**config.mk**
```make
export PLATFORM = sky130hd
export DESIGN_NAME = hue_pwm_driver
export DESIGN_NICKNAME = d
export VERILOG_FILES = /design/src/rtl/hue_pwm_pkg.sv /design/src/rtl/pwm_channel.sv /design/src/rtl/hue_pwm_driver.sv
export SDC_FILE = /design/constraint.sdc
export NUM_CORES = 1
export LEC_CHECK = 0
export ABC_AREA = 1
export BUFFER_PORTS_ARGS = -buffer_cell sky130_fd_sc_hd__buf_2
export CORE_MARGIN = 8
export CORE_UTILIZATION = 40
export CTS_BUF_LIST = sky130_fd_sc_hd__clkbuf_16
export CTS_CLUSTER_DIAMETER = 60
export DETAILED_ROUTE_END_ITERATION = 8
export HOLD_SLACK_MARGIN = 0.1
export PLACE_DENSITY = 0.54
export SLEW_MARGIN = 10
export SYNTH_ARGS = -nofsm -noshare
export SYNTH_HDL_FRONTEND = slang
export SYNTH_HIERARCHICAL = 1
export SYNTH_SLANG_ARGS = --single-unit
```
**constraint.sdc**
```tcl
create_clock -name clk -period 5 [get_ports clk]
set_input_delay 0.25 -clock clk [delete_from_list [all_inputs] [get_ports clk]]
set_output_delay 0.25 -clock clk [all_outputs]
set_load 0.01 [all_outputs]
```
**src/rtl/hue_pwm_pkg.sv**
```systemverilog
// ----------------------------------------------------------------------------
// hue_pwm_pkg
// Shared types and helpers for the hue-rotating RGB PWM driver.
//   mode_e       : operating mode encoding of the 2-bit mode input
//   SEG_COUNT    : number of hue segments in one full colour circle
//   duty_shape_e : how one channel's duty is derived within a segment
//   hue_to_duty  : per-segment {r,g,b} duty shapes (width independent; the
//                  top applies the shapes to its own hue fraction)
// ----------------------------------------------------------------------------
package hue_pwm_pkg;

  typedef enum logic [1:0] {
    MODE_RUN  = 2'd0,
    MODE_HOLD = 2'd1,
    MODE_STEP = 2'd2,
    MODE_REV  = 2'd3
  } mode_e;

  localparam int SEG_COUNT = 6;

  // OFF = 0, FULL = MAX, UP = frac, DOWN = MAX - frac
  typedef enum logic [1:0] {
    DUTY_OFF  = 2'd0,
    DUTY_FULL = 2'd1,
    DUTY_UP   = 2'd2,
    DUTY_DOWN = 2'd3
  } duty_shape_e;

  typedef struct packed {
    duty_shape_e r;
    duty_shape_e g;
    duty_shape_e b;
  } duty_shape_t;

  // Colour wheel: each segment ramps exactly one channel up or down.
  // Kept as shapes so the package stays independent of PWM_BITS.
  function automatic duty_shape_t hue_to_duty(input logic [2:0] seg);
    duty_shape_t d;
    case (seg)
      3'd0:    d = '{r: DUTY_FULL, g: DUTY_UP,   b: DUTY_OFF};
      3'd1:    d = '{r: DUTY_DOWN, g: DUTY_FULL, b: DUTY_OFF};
      3'd2:    d = '{r: DUTY_OFF,  g: DUTY_FULL, b: DUTY_UP};
      3'd3:    d = '{r: DUTY_OFF,  g: DUTY_DOWN, b: DUTY_FULL};
      3'd4:    d = '{r: DUTY_UP,   g: DUTY_OFF,  b: DUTY_FULL};
      3'd5:    d = '{r: DUTY_FULL, g: DUTY_OFF,  b: DUTY_DOWN};
      default: d = '{r: DUTY_OFF,  g: DUTY_OFF,  b: DUTY_OFF};
    endcase
    return d;
  endfunction

endpackage

```
**src/rtl/pwm_channel.sv**
```systemverilog
// ----------------------------------------------------------------------------
// pwm_channel
// One PWM output: latches its duty at the frame boundary (pwm_cnt == MAX),
// compares against the shared counter and drives a registered pin.
//   clk, rst_n : clock, asynchronous active-low reset
//   pwm_cnt    : shared free-running frame counter
//   duty_in    : requested duty, sampled only at the frame boundary
//   pin        : registered LED pin, idle level per ACTIVE_LOW
// ----------------------------------------------------------------------------
module pwm_channel #(
  parameter int PWM_BITS   = 8,
  parameter int ACTIVE_LOW = 1
) (
  input  logic                clk,
  input  logic                rst_n,
  input  logic [PWM_BITS-1:0] pwm_cnt,
  input  logic [PWM_BITS-1:0] duty_in,
  output logic                pin
);

  localparam logic [PWM_BITS-1:0] CNT_MAX = '1;
  localparam logic                PIN_OFF = (ACTIVE_LOW != 0) ? 1'b1 : 1'b0;

  logic [PWM_BITS-1:0] duty_r;
  logic                on_s;
  logic                pin_r;

  // Channel on while the latched duty exceeds the frame position.
  always_comb begin
    on_s = (duty_r > pwm_cnt);
  end

  // Duty latch: a new value only ever starts on a fresh frame.
  always_ff @(posedge clk or negedge rst_n) begin
    if (!rst_n) begin
      duty_r <= '0;
    end else if (pwm_cnt == CNT_MAX) begin
      duty_r <= duty_in;
    end
  end

  // Output register with polarity applied.
  always_ff @(posedge clk or negedge rst_n) begin
    if (!rst_n) begin
      pin_r <= PIN_OFF;
    end else begin
      pin_r <= on_s ? ~PIN_OFF : PIN_OFF;
    end
  end

  assign pin = pin_r;

endmodule

```
**src/rtl/hue_pwm_driver.sv**
```systemverilog
// ----------------------------------------------------------------------------
// hue_pwm_driver
// Rotates hue through 6 segments x 2**PWM_BITS levels and drives the RGB LED
// pins with PWM. Modes: run, hold, single-step (step_req rising edge) and
// reverse run.
//   clk, rst_n        : clock, asynchronous active-low reset
//   mode              : 00 run, 01 hold, 10 single-step, 11 reverse run
//   step_req          : synchronous step request (single-step mode only)
//   RGB_R/RGB_G/RGB_B : registered LED pins
//   hue_seg, hue_frac : current hue position
//   wrap              : one-cycle pulse when the hue crosses segment 5<->0
// ----------------------------------------------------------------------------
module hue_pwm_driver
  import hue_pwm_pkg::*;
#(
  parameter int CLK_HZ     = 12_000_000,
  parameter int PWM_BITS   = 8,
  parameter int STEP_DIV   = 4_000,
  parameter int ACTIVE_LOW = 1
) (
  input  logic                clk,
  input  logic                rst_n,
  input  logic [1:0]          mode,
  input  logic                step_req,
  output logic                RGB_R,
  output logic                RGB_G,
  output logic                RGB_B,
  output logic [2:0]          hue_seg,
  output logic [PWM_BITS-1:0] hue_frac,
  output logic                wrap
);

  localparam int                  DIV_W    = $clog2(STEP_DIV);
  localparam logic [DIV_W-1:0]    DIV_LAST = DIV_W'(STEP_DIV - 1);
  localparam logic [PWM_BITS-1:0] FRAC_MAX = '1;
  localparam logic [2:0]          SEG_LAST = 3'(SEG_COUNT - 1);

  if (STEP_DIV < 2 || CLK_HZ < 1) begin : g_bad_params
    $error("hue_pwm_driver: STEP_DIV must be >= 2 and CLK_HZ positive");
  end

  logic [PWM_BITS-1:0] pwm_cnt_r;
  logic [DIV_W-1:0]    div_cnt_r;
  logic [2:0]          seg_r;
  logic [PWM_BITS-1:0] frac_r;
  logic                wrap_r;
  logic [1:0]          mode_r;
  logic                step_prev_r;

  mode_e               mode_s;
  logic                mode_changed_s;
  logic [DIV_W-1:0]    div_base_s;
  logic [DIV_W-1:0]    div_next_s;
  logic                tick_s;
  logic                step_edge_s;
  logic                fwd_s;
  logic                rev_s;
  logic [2:0]          seg_next_s;
  logic [PWM_BITS-1:0] frac_next_s;
  logic                wrap_next_s;
  duty_shape_t         shape_s;
  logic [PWM_BITS-1:0] duty_r_s;
  logic [PWM_BITS-1:0] duty_g_s;
  logic [PWM_BITS-1:0] duty_b_s;

  function automatic logic [PWM_BITS-1:0] shape_duty(input duty_shape_e s,
                                                     input logic [PWM_BITS-1:0] f);
    logic [PWM_BITS-1:0] d;
    case (s)
      DUTY_OFF:  d = '0;
      DUTY_FULL: d = FRAC_MAX;
      DUTY_UP:   d = f;
      DUTY_DOWN: d = FRAC_MAX - f;
      default:   d = '0;
    endcase
    return d;
  endfunction

  // Step timing. A mode change restarts the divider from zero in the same
  // cycle, so the first tick after any change is a full STEP_DIV cycles away.
  always_comb begin
    mode_s         = mode_e'(mode);
    mode_changed_s = (mode != mode_r);
    div_base_s     = mode_changed_s ? '0 : div_cnt_r;
    div_next_s     = '0;
    tick_s         = 1'b0;
    step_edge_s    = 1'b0;
    case (mode_s)
      MODE_RUN, MODE_REV: begin
        if (div_base_s == DIV_LAST) begin
          tick_s = 1'b1;
        end else begin
          div_next_s = div_base_s + DIV_W'(1);
        end
      end
      MODE_STEP: begin
        step_edge_s = !mode_changed_s && step_req && !step_prev_r;
      end
      default: begin
        step_edge_s = 1'b0;
      end
    endcase
    fwd_s = step_edge_s || (tick_s && (mode_s == MODE_RUN));
    rev_s = tick_s && (mode_s == MODE_REV);
  end

  // Hue stepper: fraction carries/borrows into the segment, segment wraps 5<->0.
  always_comb begin
    seg_next_s  = seg_r;
    frac_next_s = frac_r;
    wrap_next_s = 1'b0;
    if (fwd_s) begin
      if (frac_r == FRAC_MAX) begin
        frac_next_s = '0;
        if (seg_r == SEG_LAST) begin
          seg_next_s  = 3'd0;
          wrap_next_s = 1'b1;
        end else begin
          seg_next_s = seg_r + 3'd1;
        end
      end else begin
        frac_next_s = frac_r + PWM_BITS'(1);
      end
    end else if (rev_s) begin
      if (frac_r == '0) begin
        frac_next_s = FRAC_MAX;
        if (seg_r == 3'd0) begin
          seg_next_s  = SEG_LAST;
          wrap_next_s = 1'b1;
        end else begin
          seg_next_s = seg_r - 3'd1;
        end
      end else begin
        frac_next_s = frac_r - PWM_BITS'(1);
      end
    end else begin
      wrap_next_s = 1'b0;
    end
  end

  // Duties from the current (pre-step) hue; channels sample them at frame end.
  always_comb begin
    shape_s  = hue_to_duty(seg_r);
    duty_r_s = shape_duty(shape_s.r, frac_r);
    duty_g_s = shape_duty(shape_s.g, frac_r);
    duty_b_s = shape_duty(shape_s.b, frac_r);
  end

  // Free-running frame counter; wraps naturally at MAX.
  always_ff @(posedge clk or negedge rst_n) begin
    if (!rst_n) begin
      pwm_cnt_r <= '0;
    end else begin
      pwm_cnt_r <= pwm_cnt_r + PWM_BITS'(1);
    end
  end

  // Divider, mode tracking and step_req edge register.
  always_ff @(posedge clk or negedge rst_n) begin
    if (!rst_n) begin
      div_cnt_r   <= '0;
      mode_r      <= MODE_RUN;
      step_prev_r <= 1'b0;
    end else begin
      div_cnt_r   <= div_next_s;
      mode_r      <= mode;
      step_prev_r <= mode_changed_s ? 1'b0 : step_req;
    end
  end

  // Hue position and wrap pulse registers.
  always_ff @(posedge clk or negedge rst_n) begin
    if (!rst_n) begin
      seg_r  <= 3'd0;
      frac_r <= '0;
      wrap_r <= 1'b0;
    end else begin
      seg_r  <= seg_next_s;
      frac_r <= frac_next_s;
      wrap_r <= wrap_next_s;
    end
  end

  pwm_channel #(.PWM_BITS(PWM_BITS), .ACTIVE_LOW(ACTIVE_LOW)) u_chan_r (
    .clk(clk), .rst_n(rst_n), .pwm_cnt(pwm_cnt_r), .duty_in(duty_r_s), .pin(RGB_R)
  );
  pwm_channel #(.PWM_BITS(PWM_BITS), .ACTIVE_LOW(ACTIVE_LOW)) u_chan_g (
    .clk(clk), .rst_n(rst_n), .pwm_cnt(pwm_cnt_r), .duty_in(duty_g_s), .pin(RGB_G)
  );
  pwm_channel #(.PWM_BITS(PWM_BITS), .ACTIVE_LOW(ACTIVE_LOW)) u_chan_b (
    .clk(clk), .rst_n(rst_n), .pwm_cnt(pwm_cnt_r), .duty_in(duty_b_s), .pin(RGB_B)
  );

  assign hue_seg  = seg_r;
  assign hue_frac = frac_r;
  assign wrap     = wrap_r;

endmodule

```
==> impl_metrics.json, run 1 <==
{
  "status": "finished, final reports clean",
  "grt_pass1_vias": 3569,
  "fmax_mhz": 343,
  "grt_pass1_wl_um": 17400,
  "tightestPinTransition_ns": 0.828,
  "clk_latency_ns": 0.33,
  "pwr-share-clk": 0.425,
  "p_leak_nw": 2.58,
  "antenna_found_initial": 0,
  "yosys_warnings": 6,
  "synthCells": 584,
  "switchingPower_uw": 399,
  "tritoncts": "yes",
  "fin_skew_ns": 0.00610,
  "synth_area_sq_mm": 0.00433,
  "antennaDiodeCount": 0,
  "initial_core_util": 0.405,
  "crit_arrival_ns": 3.14,
  "ctsResizeCount": 0,
  "cp_max_fo": 13,
  "syn_area_per_cell_sq_um": 7.41,
  "dr.pass1.iters": 5,
  "r2r_setup_slack_ns": 2.31,
  "finalCritPeriodShare": 0.583,
  "synth_top_area_cell": "dfrtp_1",
  "yosys-top-cells-area": "dfrtp_1 34%, nand2_1 16%, ha_1 9.5%",
  "yosys.cell_types.count": 36,
  "synth_most_common_cell": "nand2_1",
  "wire_per_inst_um": 13.7,
  "cts_buffers": 9,
  "min_path_type": "input port to asynchronous set/reset pin",
  "synth_commonest_cells": "181 x nand2_1, 76 x inv_1, 63 x nand3_1",
  "fin_nets": 645,
  "path_class": "input port to flop",
  "via_per_inst": 5.01,
  "worst_slack_ns": 2.09,
  "setup_viol": 0,
  "pre_cts_slack_ns": 2.28,
  "die_w_um": 120,
  "async_reset_ff_frac": 1.00,
  "port_buffers": 19,
  "rr_startpoint": "mode_r[1]",
  "wl_um": 10300,
  "track_usage": 0.151,
  "dieArea_sq_mm": 0.0144,
  "drt_iter0_markers": 129,
  "slew_headroom": 0.448,
  "slew_viol_final": 0,
  "gp_congestion": 0.874,
  "max_cap_violations": 0,
  "timing.rr.end": "hue_seg[2]",
  "grt_max_degree": 63,
  "drc": 0,
  "ys_seq_elements": 62,
  "vias": 3771,
  "area_growth_syn_to_layout_pct": 11.4,
  "syn_nets": 622,
  "hold_violations": 0,
  "rsz0062_at_grt": "no",
  "clk_pin_slew_ns": 0.05,
  "grt-ovfl-total": 0,
  "endpoint_kind": "flop",
  "synthFlopType": "dfrtp_1",
  "die_h_um": 120,
  "cts-htree-levels": 3,
  "vdd_drop_max_v": 0.000145,
  "worstPathRequired_ns": 5.22,
  "start_kind": "input port",
  "reg2reg_depth": 16,
  "post-cts-setup-buffers": 0,
  "timing.setup.tns_ns": 0,
  "cts_num_sinks": 62,
  "dp_hpwl_um": 7490,
  "ant_nets": 0,
  "netSwitchingFraction": 0.306,
  "p_seq_frac": 0.419,
  "synth_edf_count": 0,
  "combPwrFrac": 0.156,
  "io_pins": 20,
  "ys_seq_area_frac": 0.359,
  "clockBufferDepth": 2,
  "num-fill-cells": 1074,
  "row_count": 38,
  "power.internal_uw": 904,
  "synth_top_area_frac": 0.341,
  "whs_ns": 0.106,
  "drive_gt1_frac": 0.116,
  "powerDensity_mw_per_mm2": 270,
  "period_minus_slack_ns": 2.91,
  "cts-root-buf": "clkbuf_16",
  "core-area_sq_mm": 0.0107
}
[final cells by class]
cell class | count | area, sq um | share of cell area
inverters | 86 | 323 | 0.0669
multi-input cells | 426 | 2390 | 0.496
repair buffers | 22 | 123 | 0.0254
well taps | 140 | 175 | 0.0363
clock inverters | 7 | 31.3 | 0.00649
flip-flops and latches | 62 | 1560 | 0.323
clock buffers | 9 | 225 | 0.0467
[layer usage]
metal  vias up  share of wire  global-route usage
met3        16          0.037              0.0296
li1       1944              -                   -
met5         -              0                   0
met4         0          0.020              0.0718
met1      1748           0.47               0.191
met2        63           0.47               0.245
[state kept, by name, summed over array words and instances, names as in the netlist]
register	cells
u_chan_r/pin	1
u_chan_b/pin	1
hue_seg	3
div_cnt_r	12
step_prev_r	1
mode_r	2
u_chan_b/duty_r	8
u_chan_g/duty_r	8
hue_frac	8
u_chan_r/duty_r	8
wrap	1
pwm_cnt_r	8
u_chan_g/pin	1
[stage by stage]
step	instances	power, mW	area, sq um	utilization
floorplan	584	0.680	4330	-
global placement	734	0.755	4550	0.425
detailed placement	734	0.755	4550	0.425
CTS	752	1.32	4820	0.451
global route	752	1.37	4820	0.451
finish	752	1.30	4820	0.451
[critical path: stages]
cell,delay (ns)
dlygate4sd3_1,0.52
buf_2,0.16
inv_2,0.06
nand2_1,0.05
nand2_1,0.05
nor2_2,0.43
inv_2,0.13
nor2_1,0.16
ha_1,0.20
nand4_1,0.14
nor2_2,0.24
nand4_2,0.18
nand2_4,0.20
inv_2,0.14
nand2_1,0.08
nand2_1,0.05
nand2_1,0.06
nand2_1,0.04
[power by group through the flow]
stage               registers, mW  clock network, mW  logic (mW)
finish                      0.545              0.553       0.204
global route                0.546              0.587       0.234
CTS                         0.544              0.566       0.207
detailed placement          0.552                  0       0.203
global placement            0.552                  0       0.203
floorplan                   0.540                  0       0.140
[how the worst max path moves through the flow]
stage / from / slack [ns] / endpoint / depth (start not counted)
CTS: mode[1] / 2.08 / hue_seg[2] / 18
finish: mode[1] / 2.09 / hue_seg[2] / 18
floorplan: mode_r[1] / 2.87 / hue_frac[5] / 16
global placement: mode[1] / 2.38 / hue_seg[2] / 17
detailed placement: mode[1] / 2.28 / hue_seg[2] / 17
global route: mode[1] / 1.70 / hue_seg[2] / 18
[cells in the final DEF (no fill, tap or decap), types with 3 or more instances in the layout]
master	Yosys	layout
dfstp_2	3	3
o21ai_0	18	18
nor2_2	4	4
ha_1	33	33
nand4_1	7	7
clkbuf_16	0	9
xor2_1	5	5
dfrtp_1	59	59
nor3_1	9	9
nand2_4	4	4
nor2_1	37	37
a21o_1	3	3
nand3_1	63	63
a21oi_1	13	13
inv_1	76	76
nor3_2	3	3
o211ai_1	17	17
inv_2	8	8
clkinv_1	2	7
nand3_2	4	4
buf_2	1	19
nor2_4	3	3
xnor2_1	4	4
nor3_4	6	6
nand2_1	181	181
[what timing repair did]
item                                   CTS  global route
setup endpoints to repair                0             0
endpoints found under the hold margin    2             0
hold buffers                             2             0
[cells by family after synthesis]
logic type      count (synthesis)  share of synthesized area
simple gates                  328                      0.360
buf+inv                        96                     0.0887
flops                          62                      0.359
compound gates                 56                     0.0786
fa+ha+maj                      33                     0.0954
xor+xnor                        9                     0.0182
Note: power is estimated with default switching activity, not from simulation.
==> inputs of run 2 (changes only) <==
Clock period 5 ns to 2.8 ns, I/O delays scaled along.
==> impl_metrics.json, run 2 (same netlist as run 1, synthesis figures left out) <==
{
  "hold_violations": 0,
  "port_buffers": 19,
  "tritoncts": "yes",
  "power.internal_mw": 1.71,
  "die_h_um": 120,
  "utilization": 0.457,
  "core-area_sq_mm": 0.0107,
  "clockBufferDepth": 2,
  "worstPathRequired_ns": 3.02,
  "tightestPinTransition_ns": 1.00,
  "die_w_um": 120,
  "fin_nets": 651,
  "area_growth_syn_to_layout_pct": 12.9,
  "crit_arrival_ns": 2.63,
  "cts-root-buf": "clkbuf_16",
  "ant_nets": 0,
  "antenna_found_initial": 0,
  "via_per_inst": 5.10,
  "grt_pass1_wl_um": 17900,
  "layout_common_cells": "181 x nand2_1, 79 x inv_1, 63 x nand3_1, 59 x dfrtp_1, 37 x nor2_1",
  "num-fill-cells": 1076,
  "drc": 0,
  "path_class": "input port to flop",
  "cp_common_cell": "nand2_1",
  "track_usage": 0.155,
  "fin_skew_ns": 0.00724,
  "row_count": 38,
  "initial_core_util": 0.405,
  "start_kind": "input port",
  "fmax_mhz": 415,
  "slew_headroom": 0.332,
  "grt_pass1_vias": 3683,
  "largest-register": "div_cnt_r",
  "cp_slowest_stage_delay_ns": 0.52,
  "p_leak_nw": 2.63,
  "layout_commonest_cell": "nand2_1",
  "drt_iter0_markers": 188,
  "pwr-share-clk": 0.440,
  "endpoint_kind": "flop",
  "io_pins": 20,
  "timing.setup.tns_ns": 0,
  "slew_viol_final": 0,
  "drive_gt1_frac": 0.120,
  "clk_pin_slew_ns": 0.05,
  "netSwitchingFraction": 0.285,
  "status": "finished, final reports clean",
  "cts_num_sinks": 62,
  "finalCritPeriodShare": 0.862,
  "cp_max_fo": 13,
  "grt_max_degree": 44,
  "p_seq_frac": 0.407,
  "setup_viol": 0,
  "clk_latency_ns": 0.33,
  "critPathSlowestCell": "dlygate4sd3_1",
  "antennaDiodeCount": 0,
  "dp_hpwl_um": 7780,
  "wire_per_inst_um": 13.9,
  "switchingPower_uw": 679,
  "grt-ovfl-total": 0,
  "vias": 3864,
  "ctsResizeCount": 0,
  "rsz0062_at_grt": "no",
  "dr.pass1.iters": 5,
  "gp_congestion": 0.866,
  "combPwrFrac": 0.153,
  "crit_chain": "dlygate4sd3_1 -> buf_2 -> inv_2 -> nand2_1 -> nand2_1 -> nor2_2 -> inv_2 -> nor2_1 -> ha_1 -> nand4_1 -> nor2_2 -> nand4_2 -> nand2_4 -> inv_2 -> nand2_1 -> nand2_1 -> nand2_1 -> nand2_1",
  "cts-htree-levels": 3,
  "cts_buffers": 9,
  "vdd_drop_max_v": 0.000209,
  "min_path_type": "flop to flop",
  "period_minus_slack_ns": 2.41,
  "max_cap_violations": 0,
  "powerDensity_mw_per_mm2": 488,
  "wl_um": 10500,
  "largest_reg_flops": 12,
  "dieArea_sq_mm": 0.0144
}
run 2: changes by cell type in the layout (fill, tap and decap cells not counted), sizes merged:
cell,before,now
buf,20,24
bufinv,0,1
clkinv,8,4
clkinvlp,1,0
dlygate4sd3,2,4
inv,84,87
run 2: final cells by class:
class	count	area, sq um	area share
repair buffers	28	173	0.0353
multi-input cells	426	2390	0.489
inverters	86	323	0.0660
flip-flops and latches	62	1560	0.318
clock inverters	6	48.8	0.00998
well taps	140	175	0.0358
clock buffers	9	225	0.0461
run 2: path summary, 6_finish.rpt:
kind | slack [ns] | depth (start not counted) | to | start
min in group asynchronous | 0.53 | 2 | pwm_cnt_r[0] | rst_n
max in group asynchronous | 1.51 | 3 | u_chan_r/duty_r[7] | rst_n
min | 0.47 | 2 | u_chan_r/duty_r[0] | u_chan_r/duty_r[0]
max reg2reg | 0.51 | 16 | hue_seg[2] | mode_r[1]
max | 0.39 | 18 | hue_seg[2] | mode[1]
min reg2reg | 0.47 | 2 | u_chan_r/duty_r[0] | u_chan_r/duty_r[0]
run 2: power by group through the flow:
stage               registers [mW]  logic, mW  clock network [mW]
global placement             0.984      0.362                   0
global route                 0.974      0.408                1.12
floorplan                    0.965      0.250                   0
detailed placement           0.986      0.358                   0
finish                       0.972      0.364                1.05
CTS                          0.971      0.366                1.08
run 2: worst max-delay path, delay by kind of cell:
family	cells	cell delay [ns]
buffers and inverters	5	0.95
AND/OR/NAND/NOR	12	1.37
adder cells (fa/ha/maj)	1	0.18
run 2: through the flow:
| stage | setup WS [ns] | hold WS [ns] | power, mW | instance area, sq um | cells |
|---|---|---|---|---|---|
| after floorplan | 0.671 | -0.156 | 1.22 | 4330 | 584 |
| after global placement | 0.573 | 0.334 | 1.35 | 4580 | 738 |
| after detailed placement | 0.488 | 0.340 | 1.34 | 4580 | 738 |
| after CTS | 0.375 | 0.474 | 2.42 | 4890 | 757 |
| after global routing | 0.0972 | 0.499 | 2.50 | 4890 | 757 |
| final | 0.388 | 0.472 | 2.38 | 4890 | 757 |
run 2: per-layer routing:
layer	vias up	global-route usage	share of wire
met4	0	0.0820	0.026
li1	1949	-	-
met2	95	0.250	0.46
met1	1801	0.195	0.47
met5	-	0	0
met3	19	0.0244	0.041
run 2: timing repair:
action                     in CTS  in global routing
buffers inserted                0                  0
setup endpoints to repair       0                  0
hold buffers                    4                  0
hold endpoints to repair       41                  0
==> inputs of run 3 (changes only) <==
Settings changed: ABC_AREA 1 to 0, REMOVE_ABC_BUFFERS set to 1.
==> impl_metrics.json, run 3 <==
{
  "status": "finished, final reports clean",
  "cts_num_sinks": 62,
  "dr.pass1.iters": 4,
  "drc": 0,
  "synth.area.mux_share": 0.0769,
  "die_h_um": 119,
  "drt_iter0_markers": 225,
  "ys_seq_area_frac": 0.365,
  "gp_congestion": 0.823,
  "setup_viol": 0,
  "yosys-top-cells-area": "dfrtp_1 35%, ha_1 9.7%, mux2_2 5.8%",
  "cts-root-buf": "clkbuf_16",
  "initial_core_util": 0.413,
  "antennaDiodeCount": 0,
  "clk_latency_ns": 0.34,
  "cpLargestDelayFamily": "simple AND/OR/NAND/NOR gates",
  "port_buffers": 19,
  "clk_pin_slew_ns": 0.05,
  "synth_commonest_cells": "59 x dfrtp_1, 41 x nor2_1, 40 x nand2_1",
  "via_per_inst": 5.37,
  "dieArea_sq_mm": 0.0142,
  "async_reset_ff_frac": 1.00,
  "endpoint_kind": "flop",
  "critPathSlowestCell": "dlygate4sd3_1",
  "placed_cells": 616,
  "io_pins": 20,
  "p_seq_frac": 0.383,
  "ys_seq_elements": 62,
  "antenna_found_initial": 0,
  "drive_gt1_frac": 0.206,
  "fin_nets": 533,
  "grt-ovfl-total": 0,
  "fin_skew_ns": 0.00609,
  "hold_violations": 0,
  "slew_viol_final": 0,
  "combPwrFrac": 0.152,
  "start_kind": "input port",
  "finalNonFillerCells": 635,
  "wl_um": 10100,
  "power.internal_mw": 1.83,
  "dp_hpwl_um": 7140,
  "postPlaceCellArea_sq_mm": 0.00457,
  "path_class": "input port to flop",
  "cp_slowest_stage_delay_ns": 0.52,
  "r2r_setup_slack_ns": 0.15,
  "vdd_drop_max_v": 0.000272,
  "crit_chain": "dlygate4sd3_1 -> buf_2 -> xnor2_4 -> and3_1 -> ha_1 -> and4_4 -> nand3_4 -> buf_4 -> nor4_4 -> nand2_1 -> mux2_2 -> a221o_1",
  "tightestPinTransition_ns": 0.558,
  "synth_top_area_cell": "dfrtp_1",
  "track_usage": 0.150,
  "cts-htree-levels": 3,
  "synthCells": 464,
  "grt_max_degree": 43,
  "synth_area_sq_mm": 0.00426,
  "clockBufferDepth": 2,
  "worst-path-buf-inv": 3,
  "layout_common_cells": "59 x dfrtp_1, 41 x nor2_1, 40 x nand2_1, 35 x inv_1, 33 x ha_1",
  "switchingPower_uw": 672,
  "cp_max_fo": 6,
  "die_w_um": 119,
  "yosys_warnings": 6,
  "synth-compound-area-share": 0.127,
  "tritoncts": "yes",
  "row_count": 37,
  "fmax_mhz": 376,
  "grt_pass1_vias": 3447,
  "synth_most_common_cell": "dfrtp_1",
  "finalCritPeriodShare": 0.950,
  "synth_top_area_frac": 0.347,
  "whs_ns": 0.327,
  "worstPathRequired_ns": 3.02,
  "p_leak_nw": 2.24,
  "core-area_sq_mm": 0.0103,
  "vias": 3407,
  "ant_nets": 0,
  "num-fill-cells": 979,
  "powerDensity_mw_per_mm2": 506,
  "slew_headroom": 0.627,
  "largest_reg_flops": 12,
  "max_cap_violations": 0,
  "period_minus_slack_ns": 2.66,
  "post_synth_fa_ha_maj_area_fraction": 0.0969,
  "cts_buffers": 9,
  "synth_top_family_by_area": "simple AND/OR/NAND/NOR gates",
  "design_area_sq_mm": 0.00495,
  "synthSimpleGateAreaFrac": 0.221,
  "wire_per_inst_um": 16.0,
  "post-cts-setup-buffers": 0,
  "layout_commonest_cell": "dfrtp_1",
  "area_growth_syn_to_layout_pct": 16.2,
  "synth_edf_count": 0,
  "largest-register": "div_cnt_r",
  "crit_arrival_ns": 2.88,
  "synthFlopType": "dfrtp_1",
  "syn_area_per_cell_sq_um": 9.18,
  "pwr-share-clk": 0.464,
  "netSwitchingFraction": 0.268,
  "min_path_type": "input port to asynchronous set/reset pin",
  "yosys.cell_types.count": 55,
  "grt_pass1_wl_um": 17200,
  "synth_xor_area_frac": 0.0617
}
==> run 3: kinds of logic (layout without fill, tap and decap cells) <==
logic type / after synthesis / in the layout
AND/OR/NAND/NOR: 172 / 172
AO/OA/AOI/OAI: 82 / 82
flip-flops: 62 / 62
buffers and inverters: 55 / 90
adder cells (fa/ha/maj): 33 / 33
XOR/XNOR: 30 / 30
multiplexers: 30 / 30
==> run 3: worst register-to-register path: stages, from the launching register on <==
cell,delay (ns)
dfrtp_1,0.45
xnor2_4,0.24
and3_1,0.21
ha_1,0.21
and4_4,0.25
nand3_4,0.12
buf_4,0.17
nor4_4,0.22
nand2_1,0.11
mux2_2,0.28
a221o_1,0.29
==> run 3: power groups by stage <==
stage / clock network, mW / registers [mW] / logic (mW)
finish: 1.16 / 0.960 / 0.382
global route: 1.24 / 0.962 / 0.424
CTS: 1.20 / 0.958 / 0.379
detailed placement: 0 / 0.974 / 0.372
global placement: 0 / 0.975 / 0.369
floorplan: 0 / 1.01 / 0.174
==> run 3: metal layers <==
layer  GRT usage  vias to the layer above  routed length (um)
met4      0.0593                        0                 161
met5           0                        -                   0
met2       0.243                       49                4810
li1            -                     1706                   -
met1       0.187                     1640                4840
met3      0.0392                       12                 321
==> run 3: repair_timing <==
item / 4_1_cts / 5_1_grt
hold buffers: 4 / 0
gates resized for setup: 0 / 5
endpoints found under the setup margin: 0 / 6
endpoints found under the hold margin: 63 / 0
==> run 3: worst paths after layout <==
| check | startpoint | to | cells past startpoint |
|---|---|---|---|
| setup / recovery | mode[0] | hue_seg[1] | 12 |
| min in group clk | u_chan_b/duty_r[1] | u_chan_b/duty_r[1] | 1 |
| max in group asynchronous | rst_n | u_chan_r/pin | 3 |
| hold reg to reg | u_chan_b/duty_r[1] | u_chan_b/duty_r[1] | 1 |
| setup reg to reg | mode_r[0] | hue_seg[1] | 10 |
| hold / removal | rst_n | hue_frac[7] | 3 |
==> run 3: final cells by class <==
type                    count  area, sq um  area share
repair buffers             41          270      0.0546
clock buffers               9          225      0.0455
multi-input cells         347         2520       0.510
inverters                  34          128      0.0258
flip-flops and latches     62         1560       0.314
well taps                 136          170      0.0344
clock inverters             6         78.8      0.0159
==> run 3: through the flow <==
step / TNS (ns) / util / power [mW] / setup slack (ns)
floorplan: 0 / - / 1.18 / 0.0913
global placement: 0 / 0.443 / 1.34 / 0.163
detailed placement: 0 / 0.443 / 1.35 / 0.103
CTS: 0 / 0.476 / 2.54 / 0.0432
global route: -0.0147 / 0.480 / 2.62 / -0.0147
finish: 0 / 0.480 / 2.50 / 0.139
